File: src/rtl/ecc_ladder_seq_if.sv
// Handshake bundle between the ladder scheduler and its requester / point-op datapath.
interface ecc_ladder_seq_if #(
  parameter int KW   = 233,
  parameter int IDXW = 8
);
  logic            start;
  logic [KW-1:0]   k;
  logic            busy;
  logic            pm_valid;
  logic            err;
  logic            op_start;
  logic [1:0]      op_code;
  logic            op_swap;
  logic            op_done;
  logic [IDXW-1:0] bit_idx;

  modport master (
    output start, k, op_done,
    input  busy, pm_valid, err, op_start, op_code, op_swap, bit_idx
  );

  modport slave (
    input  start, k, op_done,
    output busy, pm_valid, err, op_start, op_code, op_swap, bit_idx
  );
endinterface

File: src/rtl/ecc_ladder_seq.sv
// Montgomery-ladder command scheduler for GF(2^233) scalar multiplication.
// Define LADDER_CONST_TIME_EN for the fixed-latency ladder (no leading-zero scan).
module ecc_ladder_seq #(
  parameter int KW   = 233,
  parameter int IDXW = 8
) (
  input  logic             i_clk,
  input  logic             i_rst_n,
  ecc_ladder_seq_if.slave  bus
);

  typedef enum logic [2:0] {
    S_IDLE, S_SCAN, S_ISSUE, S_WAIT, S_NEXT, S_DONE, S_FAIL
  } state_t;

  localparam logic [1:0]      OP_INIT = 2'd0;
  localparam logic [1:0]      OP_MADD = 2'd1;
  localparam logic [1:0]      OP_MDBL = 2'd2;
  localparam logic [1:0]      OP_CONV = 2'd3;
  localparam logic [IDXW-1:0] IDX_TOP = IDXW'(KW - 1);

  state_t          r_state;
  logic [KW-1:0]   r_k;
  logic [IDXW-1:0] r_idx;
  logic            r_busy;
  logic            r_pm_valid;
  logic            r_err;
  logic            r_op_start;
  logic [1:0]      r_op_code;
  logic            r_op_swap;

  logic [IDXW-1:0] w_idx_m1;
  logic            w_bit_cur;
  logic            w_bit_m1;
  logic            w_idx_zero;

  assign w_idx_m1   = r_idx - 1'b1;
  assign w_bit_cur  = r_k[r_idx];
  assign w_bit_m1   = r_k[w_idx_m1];
  assign w_idx_zero = (r_idx == '0);

  always_ff @(posedge i_clk or negedge i_rst_n) begin
    if (!i_rst_n) begin
      r_state    <= S_IDLE;
      r_k        <= '0;
      r_idx      <= '0;
      r_busy     <= 1'b0;
      r_pm_valid <= 1'b0;
      r_err      <= 1'b0;
      r_op_start <= 1'b0;
      r_op_code  <= OP_INIT;
      r_op_swap  <= 1'b0;
    end else begin
      r_pm_valid <= 1'b0;
      r_err      <= 1'b0;
      r_op_start <= 1'b0;
      case (r_state)
        S_IDLE: begin
          if (bus.start) begin
            if (bus.k == '0) begin
              r_err   <= 1'b1;
              r_state <= S_FAIL;
            end else begin
              r_k    <= bus.k;
              r_idx  <= IDX_TOP;
              r_busy <= 1'b1;
`ifdef LADDER_CONST_TIME_EN
              // Start from (O,P) so the top bit is processed like every other bit
              r_op_code  <= OP_INIT;
              r_op_swap  <= 1'b1;
              r_op_start <= 1'b1;
              r_state    <= S_ISSUE;
`else
              r_state <= S_SCAN;
`endif
            end
          end
        end
        S_SCAN: begin
          if (w_bit_cur) begin
            r_op_code  <= OP_INIT;
            r_op_swap  <= 1'b0;
            r_op_start <= 1'b1;
            r_state    <= S_ISSUE;
          end else begin
            r_idx <= w_idx_m1;
          end
        end
        S_ISSUE: r_state <= S_WAIT;
        S_WAIT: begin
          if (bus.op_done) begin
            case (r_op_code)
              OP_INIT: begin
                r_op_start <= 1'b1;
                r_state    <= S_ISSUE;
`ifdef LADDER_CONST_TIME_EN
                r_op_code  <= OP_MADD;
                r_op_swap  <= w_bit_cur;
`else
                if (w_idx_zero) begin
                  r_op_code <= OP_CONV;
                  r_op_swap <= 1'b0;
                end else begin
                  r_idx     <= w_idx_m1;
                  r_op_code <= OP_MADD;
                  r_op_swap <= w_bit_m1;
                end
`endif
              end
              OP_MADD: begin
                r_op_code  <= OP_MDBL;
                r_op_start <= 1'b1;
                r_state    <= S_ISSUE;
              end
              OP_MDBL: r_state <= S_NEXT;
              default: begin
                r_pm_valid <= 1'b1;
                r_state    <= S_DONE;
              end
            endcase
          end
        end
        S_NEXT: begin
          r_op_start <= 1'b1;
          r_state    <= S_ISSUE;
          if (w_idx_zero) begin
            r_op_code <= OP_CONV;
            r_op_swap <= 1'b0;
          end else begin
            r_idx     <= w_idx_m1;
            r_op_code <= OP_MADD;
            r_op_swap <= w_bit_m1;
          end
        end
        S_DONE: begin
          r_busy  <= 1'b0;
          r_state <= S_IDLE;
        end
        S_FAIL:  r_state <= S_IDLE;
        default: r_state <= S_IDLE;
      endcase
    end
  end

  assign bus.busy     = r_busy;
  assign bus.pm_valid = r_pm_valid;
  assign bus.err      = r_err;
  assign bus.op_start = r_op_start;
  assign bus.op_code  = r_op_code;
  assign bus.op_swap  = r_op_swap;
  assign bus.bit_idx  = r_idx;

endmodule

File: src/flat_wrapper.sv
// flat-port wrapper written by rule: the top's interface ports become plain ports
module ecc_ladder_seq_flat 
#(
  parameter int KW   = 233,
  parameter int IDXW = 8
)
  (i_clk, i_rst_n, bus_start, bus_k, bus_op_done, bus_busy, bus_pm_valid, bus_err, bus_op_start, bus_op_code, bus_op_swap, bus_bit_idx);
  ecc_ladder_seq_if #(.KW(KW), .IDXW(IDXW)) bus_i ();
  input  logic i_clk;
  input  logic i_rst_n;
  input wire logic [$bits(bus_i.start)-1:0] bus_start;
  input wire logic [$bits(bus_i.k)-1:0] bus_k;
  input wire logic [$bits(bus_i.op_done)-1:0] bus_op_done;
  output wire logic [$bits(bus_i.busy)-1:0] bus_busy;
  output wire logic [$bits(bus_i.pm_valid)-1:0] bus_pm_valid;
  output wire logic [$bits(bus_i.err)-1:0] bus_err;
  output wire logic [$bits(bus_i.op_start)-1:0] bus_op_start;
  output wire logic [$bits(bus_i.op_code)-1:0] bus_op_code;
  output wire logic [$bits(bus_i.op_swap)-1:0] bus_op_swap;
  output wire logic [$bits(bus_i.bit_idx)-1:0] bus_bit_idx;
  assign bus_i.start = bus_start;
  assign bus_i.k = bus_k;
  assign bus_i.op_done = bus_op_done;
  assign bus_busy = bus_i.busy;
  assign bus_pm_valid = bus_i.pm_valid;
  assign bus_err = bus_i.err;
  assign bus_op_start = bus_i.op_start;
  assign bus_op_code = bus_i.op_code;
  assign bus_op_swap = bus_i.op_swap;
  assign bus_bit_idx = bus_i.bit_idx;
  ecc_ladder_seq #(.KW(KW), .IDXW(IDXW)) u_core (.i_clk(i_clk), .i_rst_n(i_rst_n), .bus(bus_i));
endmodule
File: config.mk
export PLATFORM = sky130hd
export DESIGN_NAME = ecc_ladder_seq_flat
export DESIGN_NICKNAME = d
export VERILOG_FILES = /design/src/rtl/ecc_ladder_seq_if.sv /design/src/rtl/ecc_ladder_seq.sv /design/src/flat_wrapper.sv
export SDC_FILE = /design/constraint.sdc
export NUM_CORES = 1
export LEC_CHECK = 0
export CAP_MARGIN = 30
export CORE_ASPECT_RATIO = 1.1
export CORE_MARGIN = 1.5
export CORE_UTILIZATION = 58
export CTS_CLUSTER_DIAMETER = 30
export DETAILED_ROUTE_END_ITERATION = 7
export GPL_ROUTABILITY_DRIVEN = 0
export PLACE_DENSITY = 0.87
export RECOVER_POWER = 100
export SETUP_SLACK_MARGIN = 0.05
export SYNTH_ARGS = -nofsm -noshare
export SYNTH_HDL_FRONTEND = slang
export SYNTH_SLANG_ARGS = --single-unit
File: constraint.sdc
create_clock -name i_clk -period 8.8 [get_ports i_clk]
set_input_delay 2.2 -clock i_clk [delete_from_list [all_inputs] [get_ports i_clk]]
set_output_delay 2.2 -clock i_clk [all_outputs]
set_load 0.1 [all_outputs]
# Word level (Yosys, flattened, before mapping)
# Cells that the tools add are included.
# Widths: inputs -> output; s select.
# op_classes
addsub,1
order_cmp,2
n_eq_ne,14
n_mux,40
bitwise,1
n_reduce_logical,15
# op_table
cell,count
$logic_not 233->1,1
$mux 8,6
$pmux 8 s4,1
$lt 8x9->1 const B,2
$mux 1,17
$bmux 1 s8,2
$pmux 3 s5,1
$mux 3,4
$reduce_and 3->1,3
$logic_not 8->1,1
$ne 2x2->1 const B,4
$reduce_and 4->1,2
$sub 8x1->8 const B,1
$eq 3x2->1 const B,2
$eq 3x3->1 const B,2
$mux 2,3
$pmux 1 s3,2
$pmux 2 s3,1
$pmux 3 s2,1
$reduce_and 6->1,1
$ne 2x1->1 const B,2
$pmux 2 s2,1
$reduce_bool 4->1,1
$eq 3x1->1 const B,1
11 further kinds,11
# totals
ff_bits,251
out_inout_bits,15
elab_cells,82

# Longest topological paths before layout
# Gate-level depths: netlist of run 1.
# logic_depth
ltp_word,7
ltp_mapped,17

# Least setup slack after synthesis of run 1
# No wires, ideal clock.
# synth_timing
path_kind,in2reg
start,in bus_k[62]
end,reg u_core.r_k[100]
setup_ps,125
t_arrival_ps,4213
slack_ps,4462
stages,8
n_path_buf,2
path_cell_list,nor4_1 nand4_1 nor4_1 a41oi_1 nand3_1 clkbuf_1 buf_2 mux2_2
# synth_via
elab_chain_len,3
# synth_lines
element,line,source
start: declaration,flat_wrapper.sv:12,input wire logic [$bits(bus_i.k)-1:0] bus_k;
$logic_not 233->1,ecc_ladder_seq.sv:60,if (bus.k == '0) begin
$not 1->1 (no line),-,
$reduce_and 3->1 (no line),-,
end signal: assignment,ecc_ladder_seq.sv:64,r_k <= bus.k;
end: declaration,ecc_ladder_seq.sv:23,logic [KW-1:0] r_k;
# No other way between the ends.
# A chain may end at the register's enable or synchronous reset.

# Worst setup path after layout of run 1
# layout_timing
start,in bus_k[72]
end,reg u_core.r_k[55]
# The elaborated chain is that of the path after synthesis.

==> results of run 1 <==
[final cells by class]
type                       count  area (sq um)  area share (%)
multi-input combinational    682          7530            40.1
clock inverter                36           519            2.77
antenna                        2          5.00          0.0267
tap                          305           382            2.03
timing repair buffer         266          2610            13.9
inverter                       9          33.8           0.180
sequential                   251          6290            33.5
clock buffer                  59          1400            7.46
[cells in the mapped netlist (all sizes together), types with 3 or more instances]
master  instances
nor2           21
buf            43
clkbuf         29
nand2          33
mux4          121
o211ai          5
a41oi           5
nand4          22
dfrtp         251
a31oi           3
nor4           62
o21ai          22
nor3           13
inv             8
xnor2           7
mux2          239
nor2b           3
a311oi          3
a21oi          17
mux2i          36
nand3          35
[kinds of logic (layout without fill, tap and decap cells)]
kind of cell | after synthesis | count (layout) | share of synthesized area [%]
DFF | 251 | 251 | 44.1
buffers and inverters | 81 | 370 | 2.95
AOI/OAI and AO/OA | 75 | 75 | 3.63
muxes | 396 | 396 | 40.9
other | 0 | 2 | 0
and+or+nand+nor | 201 | 201 | 7.66
xor gates and xnor gates | 9 | 9 | 0.607
adders and majority gates | 1 | 1 | 0.0879
[sequential cells by signal (all words and copies together), names as in the netlist]
| register | count |
|---|---|
| u_core.bus.bit_idx | 8 |
| u_core.bus.busy | 1 |
| u_core.bus.err | 1 |
| u_core.bus.op_code | 2 |
| u_core.bus.op_start | 1 |
| u_core.bus.op_swap | 1 |
| u_core.bus.pm_valid | 1 |
| u_core.r_k | 233 |
| u_core.r_state | 3 |
[power by group through the flow]
stage,clock network (W),registers [W],logic [W]
2_1_floorplan,0,0.00215,0.00271
3_3_place_gp,0,0.00224,0.00346
3_5_place_dp,0,0.00229,0.00355
4_1_cts,0.00215,0.00231,0.00362
5_1_grt,0.00221,0.00240,0.00382
6_report,0.00214,0.00235,0.00365
[layer usage]
| metal | up-vias | part of all wire [%] | wire length [um] | track usage (%) |
|---|---|---|---|---|
| li1 | 4567 | - | - | - |
| met4 | 0 | 5.8 | 2560 | 19.0 |
| met1 | 5651 | 36 | 16000 | 43.6 |
| met5 | - | 0 | 0 | 0 |
| met3 | 184 | 9.7 | 4290 | 9.91 |
| met2 | 687 | 49 | 21500 | 56.2 |
[critical path: stages]
cell and delay [ns]:
dlygate4sd3_1 0.58, nor4_1 0.59, nand4_1 0.22, nor4_1 0.63, a41oi_1 0.43, nand3_4 0.72, clkbuf_1 1.61, mux2_2 0.46
[worst min-delay path by stage]
stage                     cells past startpoint  slack (ns)             from              end
after floorplan                               1        0.49  u_core.r_k[121]  u_core.r_k[121]
after global placement                        1        0.50  u_core.r_k[127]  u_core.r_k[127]
after detailed placement                      1        0.51  u_core.r_k[213]  u_core.r_k[213]
after CTS                                     1        0.52  u_core.r_k[213]  u_core.r_k[213]
after global routing                          1        0.54   u_core.r_k[88]   u_core.r_k[88]
final                                         1        0.52  u_core.r_k[213]  u_core.r_k[213]
[through the flow]
stage | setup slack (ns) | hold WS [ns] | util, %
after floorplan | 4.46 | 0.488 | -
after global placement | 2.09 | 0.498 | 70.9
after detailed placement | 2.49 | 0.509 | 70.9
after CTS | 3.03 | 0.520 | 79.0
after global routing | 1.44 | 0.545 | 78.7
final | 1.75 | 0.520 | 78.7
==> metrics.txt, run 1 <==
failing checks=capacitance limit, slew limit; Mapped Avg Cell Area=approximately 14 sq um; Seq pwr share=28.9%; TritonCTS clock tree=yes; Cells after DPL=around 1500; relative slew slack=-161%; leading register cell type out of synthesis=dfrtp_1; iteration-0 DRC count of the detailed router=1132; post-DP HPWL=29300 um; design area=about 19000 sq um; initial antenna violation count=3; Mapped Cells=approximately 1000; drt wl/cell=about 28 um; CTS Hold Bufs=0; # IOs=252; vias in the first global route=between 10000 and 15000; Final Power=roughly 0.0081 W; most frequent cells in the layout=dfrtp_1, mux2_2, clkdlybuf4s50_1; worst r2r dst=u_core.bus.bit_idx[1]; placed cell areas=between 15000 and 20000 sq um; CTS max path bufs=3; H-tree depth=2; maximum vdd drop=roughly 240 uV; GR Util All Layers=roughly a third; Fin Setup TNS=0 ns; Clk Latency, worst-skew pair=between 0.5 and 0.6 ns; Post-CTS Setup Inserts=0; HP Class=flop to flop; clock sink count=around 250; Leak Pwr=about 7.5 nW; RSZ-0062 raised after global routing=false; setup slack, reg-to-reg=just over 2 ns; Via density=around 6.9; initial core utilization=around three fifths; Initial DRT Pass Iterations=6; largest net degree at the start of global routing=about 150; Die Y=around 170 um; GR Overflow Total=0; drt total wl=~44000 um; ranking of synthesized cells by area=dfrtp_1, mux2_2, mux4_2; IO Port Bufs=251; area leader, netlist=dfrtp_1; die footprint=about 25000 sq um; Clock power frac=between 20% and 30%; fmax=approximately 0.14 GHz; Setup CP Type=input port to flop; NetSw=around 0.0030 W; die width=between 150 and 200 um; Final setup viols=0; Area Growth Syn to Fin=31.8%; library cells used by synthesis=59; Clock Pin Slew Worst Setup and Hold Paths=around 0.050 ns; worst setup path start=bus_k[72]; Core Rows=59; max cap viols=6; post-synth top area share=44.1%; vias post-DR=11089; CTS resizes=0; Syn Std Cell Area=~14000 sq um; Synthesized Nets=about 1300; antenna viol nets, final=0; logic gate share of total power=44.8%; P per Cell Area=433 nW/um^2; layout net count=1499; CP endpoint=u_core.r_k[55]; first-pass GRT wire length=approximately 69000 um; Critical Path RT=between 9 and 10 ns; CTS root buffer=clkbuf_16; design internal power=0.00515 W; CP Data Arrival Time=between 7 and 8 ns; Worst Skew=between 0.015 and 0.02 ns; R2R depth=8; CP Max Fanout=59; fraction of the yosys area taken by sequential cells=roughly 44%; # fillers=~1400; total CTS buffers=about 50; Post-synth ARST share=100%; synth warn=0; layout cells sized above 1=35.6%; Residual DRC=0; Final Hold Viols=0; run status=complete, but fails checks; CP Capture Type=flop; core region area=between 20000 and 25000 sq um; critical path startpoint category=input port; EDFF count, synth=0; measured slew at the worst slew-check pin=approximately 4 ns; min Tclk post-route=7.05 ns; Final period util=between 80% and 90%; Sw Share=a little under two fifths; fin. max-slew vios=a little under 400; worst r2r src=u_core.bus.bit_idx[0]; Yosys reg bits=~250; fin cells=between 1500 and 2000; leading cell type in the layout, fill and taps excluded=dfrtp_1
(Power assumes the default switching activity.)
==> run 2: changes to the inputs <==
Settings changed: CORE_UTILIZATION 58 to 54, PLACE_DENSITY 0.87 to 0.82.
Clock period 8.8 ns to 6.8 ns, I/O delays scaled along.
==> run 2 against run 1 <==
The run still ends with capacitance limit, slew limit left; cell area is 0.47% lower; clock skew is 0.012 ns higher; global-route usage is 3.1 points lower; wire length is 3.3% lower; hold slack worse by 0.0073 ns; utilization is 6.8 points lower; clock power is 12% higher; critical endpoint is now u_core.r_k[37]; sequential power is 28% higher.
==> metrics.txt, run 2 (synthesis gave the netlist of run 1 again) <==
core region area=26000 sq um (+9.0%); setup slack, reg-to-reg=1.36 ns (-0.66 ns); RSZ-0062 raised after global routing=false; NetSw=0.00372 W (+25%); Clock power frac=23.8% (-2.5 points); Cells after DPL=1568 (+3.6%); CTS Hold Bufs=0 (unchanged); GR Util All Layers=32.1% (-3.1 points); Core Rows=62 (+5.1%); min Tclk post-route=approximately 5.5 ns; relative slew slack=-137% (+24 points); Die Y=173 um (+3.6%); CP Capture Type=flop; Setup CP Type=input port to flop; CTS resizes=0 (unchanged); met1 Track Usage GR=43.6% (about the same); # IOs=252 (unchanged); CTS max path bufs=3 (unchanged); Final Hold Viols=0 (unchanged); Final Power=0.0101 W (+24%); layout cells sized above 1=35.2% (-0.44 points); logic gate share of total power=46.4% (+1.6 points); Residual DRC=0 (unchanged); antenna viol nets, final=0 (unchanged); Clk Latency, worst-skew pair=0.55 ns (about the same); Final period util=80.7%; Post-CTS Setup Inserts=0 (unchanged); Largest Register=u_core.r_k; HP Class=flop to flop; GR Util met2=51.5% (-4.8 points); most frequent cells in the layout=dfrtp_1, clkdlybuf4s50_1, mux2_2; vias post-DR=10937 (-1.4%); Sw Share=36.9% (+0.20 points); Worst Path Buf+Inv=3 (+1); iteration-0 DRC count of the detailed router=1153 (+1.9%); Initial DRT Pass Iterations=5 (-1); critical path, cell by cell=dlygate4sd3_1, nor4_1, nand4_1, nor4_1, clkbuf_1, a41oi_1, nand3_4, clkbuf_1, mux2_2; M3 GR Usage=6.58% (-3.3 points); total CTS buffers=51 (unchanged); Worst Skew=0.0280 ns (+0.0117 ns); fmax=roughly 0.18 GHz; critical path startpoint category=input port; Via density=6.60 (-4.2%); failing checks=capacitance limit, slew limit; max reg flops=233 (unchanged); drt wl/cell=25.8 um (-6.1%); die footprint=27300 sq um (+7.3%); TritonCTS clock tree=yes; Area Growth Syn to Fin=31.2%; layout net count=1507 (+0.53%); GRT Max-Usage Layer=met2; Worst path top cell family by delay=simple AND/OR/NAND/NOR gates; GR Overflow Total=0 (unchanged); run status=complete, but fails checks; maximum vdd drop=295 uV (+22%); CTS root buffer=clkbuf_16; drt total wl=42800 um (-3.3%); measured slew at the worst slew-check pin=3.55 ns (-0.364 ns); first-pass GRT wire length=66300 um (-3.6%); design internal power=0.00637 W (+24%); fin. max-slew vios=173 (-56%); clock sink count=251 (unchanged); Seq pwr share=29.8% (+0.9 points); initial core utilization=54.8% (-4.9 points); crit-path max cell delay=0.77 ns (-0.84 ns); Leak Pwr=7.42 nW (-0.47%); CP Max Fanout=26 (-56%); slowest CP cell=clkbuf_1; die width=158 um (+3.6%); vias in the first global route=11516 (-2.2%); fin cells=1658 (+3.0%); max cap viols=2 (-4); P per Cell Area=540 nW/um^2 (+25%); leading cell type in the layout, fill and taps excluded=dfrtp_1; Final setup viols=0 (unchanged); CP Data Arrival Time=5.91 ns (-1.56 ns); post-DP HPWL=29600 um (+1.1%); H-tree depth=2 (unchanged); largest net degree at the start of global routing=139 (-9.7%); worst hold slack=0.513 ns (-0.00734 ns); Fin Setup TNS=0 ns (unchanged); initial antenna violation count=1 (-2); Critical Path RT=7.22 ns (-2.00 ns); IO Port Bufs=251 (unchanged); Clock Pin Slew Worst Setup and Hold Paths=0.04 ns (about the same)
-- run 2: cell types whose count changed in the layout (fill, tap and decap cells not counted), sizes merged --
cell | previous run | this run
buf | 10 | 20
bufinv | 11 | 4
clkinvlp | 9 | 2
clkbuf | 65 | 71
clkinv | 12 | 15
inv | 13 | 10
diode | 2 | 1
-- run 2: layout make-up --
type                    instances  area, sq um
clock buffers                  67         1420
inverters                       9         33.8
fillers                      1735         7310
clock inverters                22          245
flip-flops and latches        251         6290
repair buffers                274         2700
multi-input cells             682         7540
well taps                     352          440
diodes                          1         2.50
-- run 2: worst paths after layout --
path                                       start               endpoint  cells past startpoint
setup / recovery                       bus_k[63]         u_core.r_k[37]                      9
max in group asynchronous                i_rst_n  u_core.bus.bit_idx[1]                      1
hold / removal                   u_core.r_k[205]        u_core.r_k[205]                      1
setup reg to reg           u_core.bus.bit_idx[0]  u_core.bus.bit_idx[1]                      9
min in group asynchronous                i_rst_n         u_core.r_k[11]                      1
hold reg to reg                  u_core.r_k[205]        u_core.r_k[205]                      1
-- run 2: through the flow --
stage | worst slack [ns] | util (%) | area [sq um]
after floorplan | 2.57 | - | 14200
after global placement | 1.07 | 65.5 | 17000
after detailed placement | 1.33 | 65.6 | 17000
after CTS | 1.82 | 72.0 | 18700
after global routing | 0.852 | 71.8 | 18700
final | 1.31 | 71.9 | 18700
-- run 2: routing by layer --
layer  up-vias  wire length [um]  part of all wire (%)
met2       666             21000                    49
li1       4569                 -                     -
met3       118              3920                   9.2
met1      5584             16400                    38
met5         -                 0                     0
met4         0              1510                   3.5
-- run 2: power by group through the flow --
stage          clock (W)  combinational [W]  sequential, W
2_1_floorplan          0            0.00351        0.00279
3_3_place_gp           0            0.00450        0.00292
3_5_place_dp           0            0.00460        0.00299
4_1_cts          0.00242            0.00466        0.00298
5_1_grt          0.00249            0.00492        0.00310
6_report         0.00240            0.00468        0.00301
==> run 3: changes to the inputs <==
Settings changed: CORE_UTILIZATION 54 to 49, PLACE_DENSITY 0.82 to 0.78.
Clock period 6.8 ns to 4.6 ns, I/O delays scaled along.
==> run 3 against run 2 <==
The run still ends with capacitance limit, slew limit left; highest routed layer is now met5; worst setup slack worse by 0.92 ns; largest power group unchanged; cell area grew 2.4%; die area grew 10%; global-route usage is 2.9 points lower; wire length about the same; register-to-register slack got worse by 0.81 ns; via count fell by 0.33%; sequential power grew 47%.
==> metrics.txt, run 3 (synthesis gave the netlist of run 1 again) <==
min Tclk post-route=approximately 4.2 ns; measured slew at the worst slew-check pin=2.84 ns (-0.711 ns); CTS resizes=0 (unchanged); Critical Path RT=5.01 ns (-2.21 ns); Sw Share=36.4% (-0.45 points); Clock Pin Slew Worst Setup and Hold Paths=0.05 ns (about the same); largest net degree at the start of global routing=107 (-23%); # fillers=2062 (+19%); CP Data Arrival Time=4.62 ns (-1.29 ns); design internal power=0.00958 W (+51%); layout cells sized above 1=36.7% (+1.5 points); CP Capture Type=flop; CTS max path bufs=3 (unchanged); layout net count=1539 (+2.1%); H-tree depth=2 (unchanged); run status=complete, but fails checks; fin cells=1710 (+3.1%); final core occ=66.8% (-5.0 points); Seq pwr share=29.4% (-0.4 points); clock sink count=251 (unchanged); iteration-0 DRC count of the detailed router=1220 (+5.8%); WHS Path Cells=1 (unchanged); Fin Setup TNS=0 ns (unchanged); initial core utilization=49.7% (-5.1 points); # IOs=252 (unchanged); initial antenna violation count=2 (+1); Via density=6.37 (-3.4%); Leak Pwr=7.65 nW (+3.1%); RSZ-0062 raised after global routing=false; Core Rows=65 (+4.8%); GR Overflow Total=0 (unchanged); Residual DRC=0 (unchanged); Final setup viols=0 (unchanged); Post-CTS Setup Inserts=0 (unchanged); Final Power=0.0151 W (+49%); drt total wl=42800 um (about the same); fmax=between 0.2 and 0.25 GHz; P per Cell Area=788 nW/um^2 (+46%); max reg flops=233 (unchanged); fin. max-slew vios=105 (-39%); critical path startpoint category=input port; Final period util=roughly nine tenths; Cells after DPL=1617 (+3.1%); core region area=28600 sq um (+10%); Area Growth Syn to Fin=34.4%; HP Class=flop to flop; Clk Latency, worst-skew pair=0.55 ns (about the same); failing checks=capacitance limit, slew limit; R2R depth=9 (unchanged); TritonCTS clock tree=yes; vias in the first global route=11361 (-1.3%); GR Util All Layers=29.2% (-2.9 points); drt wl/cell=25.0 um (-3.0%); Final Hold Viols=0 (unchanged); max cap viols=1 (-1); vias post-DR=10901 (-0.33%); Die Y=182 um (+4.9%); NetSw=0.00549 W (+48%); logic gate share of total power=47.0% (+0.6 points); CTS root buffer=clkbuf_16; Largest Register=u_core.r_k; Clock power frac=23.6% (-0.2 points); total CTS buffers=50 (-2.0%); CP Max Fanout=17 (-35%); die footprint=30100 sq um (+10%); Setup CP Type=input port to flop; Initial DRT Pass Iterations=5 (unchanged); relative slew slack=-89.4% (+47 points); IO Port Bufs=251 (unchanged); antenna viol nets, final=0 (unchanged); die width=165 um (+4.9%); leading cell type in the layout, fill and taps excluded=dfrtp_1; most frequent cells in the layout=dfrtp_1, mux2_2, clkdlybuf4s50_1; post-DP HPWL=31000 um (+5.0%); first-pass GRT wire length=65900 um (-0.65%); Worst Skew=0.0214 ns (-0.00664 ns); CTS Hold Bufs=0 (unchanged); maximum vdd drop=502 uV (+70%)
run 3: cell types whose count changed in the layout (fill, tap and decap cells not counted), sizes merged:
cell	delta
clkinv	-3
bufinv	+1
clkbuf	+7
clkinvlp	+3
buf	+32
dlygate4sd3	-4
run 3: cell type report:
type	instances	area (sq um)	area share, %
sequential	251	6290	32.9
antenna	1	2.50	0.0131
multi-input combinational	682	7540	39.4
inverter	9	33.8	0.177
tap	368	460	2.41
clock inverter	23	279	1.46
clock buffer	69	1390	7.28
timing repair buffer	307	3140	16.4
run 3: metrics by stage:
| stage | cell area [sq um] | hold WS [ns] | worst slack, ns |
|---|---|---|---|
| floorplan | 14200 | 0.488 | 0.366 |
| global placement | 17500 | 0.496 | 0.163 |
| detailed placement | 17500 | 0.510 | 0.120 |
| CTS | 19200 | 0.520 | 0.669 |
| global route | 19100 | 0.532 | 0.399 |
| finish | 19100 | 0.518 | 0.390 |
run 3: final timing paths:
path	from	to	slack [ns]
max	bus_k[48]	u_core.r_k[107]	0.39
min	u_core.bus.op_swap	u_core.bus.op_swap	0.52
max reg2reg	u_core.bus.bit_idx[2]	u_core.bus.bit_idx[0]	0.55
min reg2reg	u_core.bus.op_swap	u_core.bus.op_swap	0.52
max in group asynchronous	i_rst_n	u_core.bus.bit_idx[0]	1.04
min in group asynchronous	i_rst_n	u_core.r_k[197]	1.49
run 3: power groups by stage:
stage | clock, W | combinational (W) | sequential (W)
after CTS | 0.00360 | 0.00710 | 0.00439
after detailed placement | 0 | 0.00704 | 0.00439
after global routing | 0.00372 | 0.00747 | 0.00457
after global placement | 0 | 0.00688 | 0.00430
after floorplan | 0 | 0.00519 | 0.00412
final | 0.00357 | 0.00708 | 0.00443
run 3: per-layer routing:
metal  track usage, %  part of all wire, %
met1             39.7                   40
met2             45.5                   48
met3             5.64                  7.9
met4             12.9                  4.4
met5                0                0.028
run 3: worst max-delay path, stage by stage:
cell and delay (ns):
dlygate4sd3_1 0.55, nor4_1 0.64, nand4_1 0.28, nor4_1 0.63
buf_4 0.23, a41oi_1 0.19, nand3_4 0.19, buf_12 0.20
buf_12 0.18, mux2_2 0.34
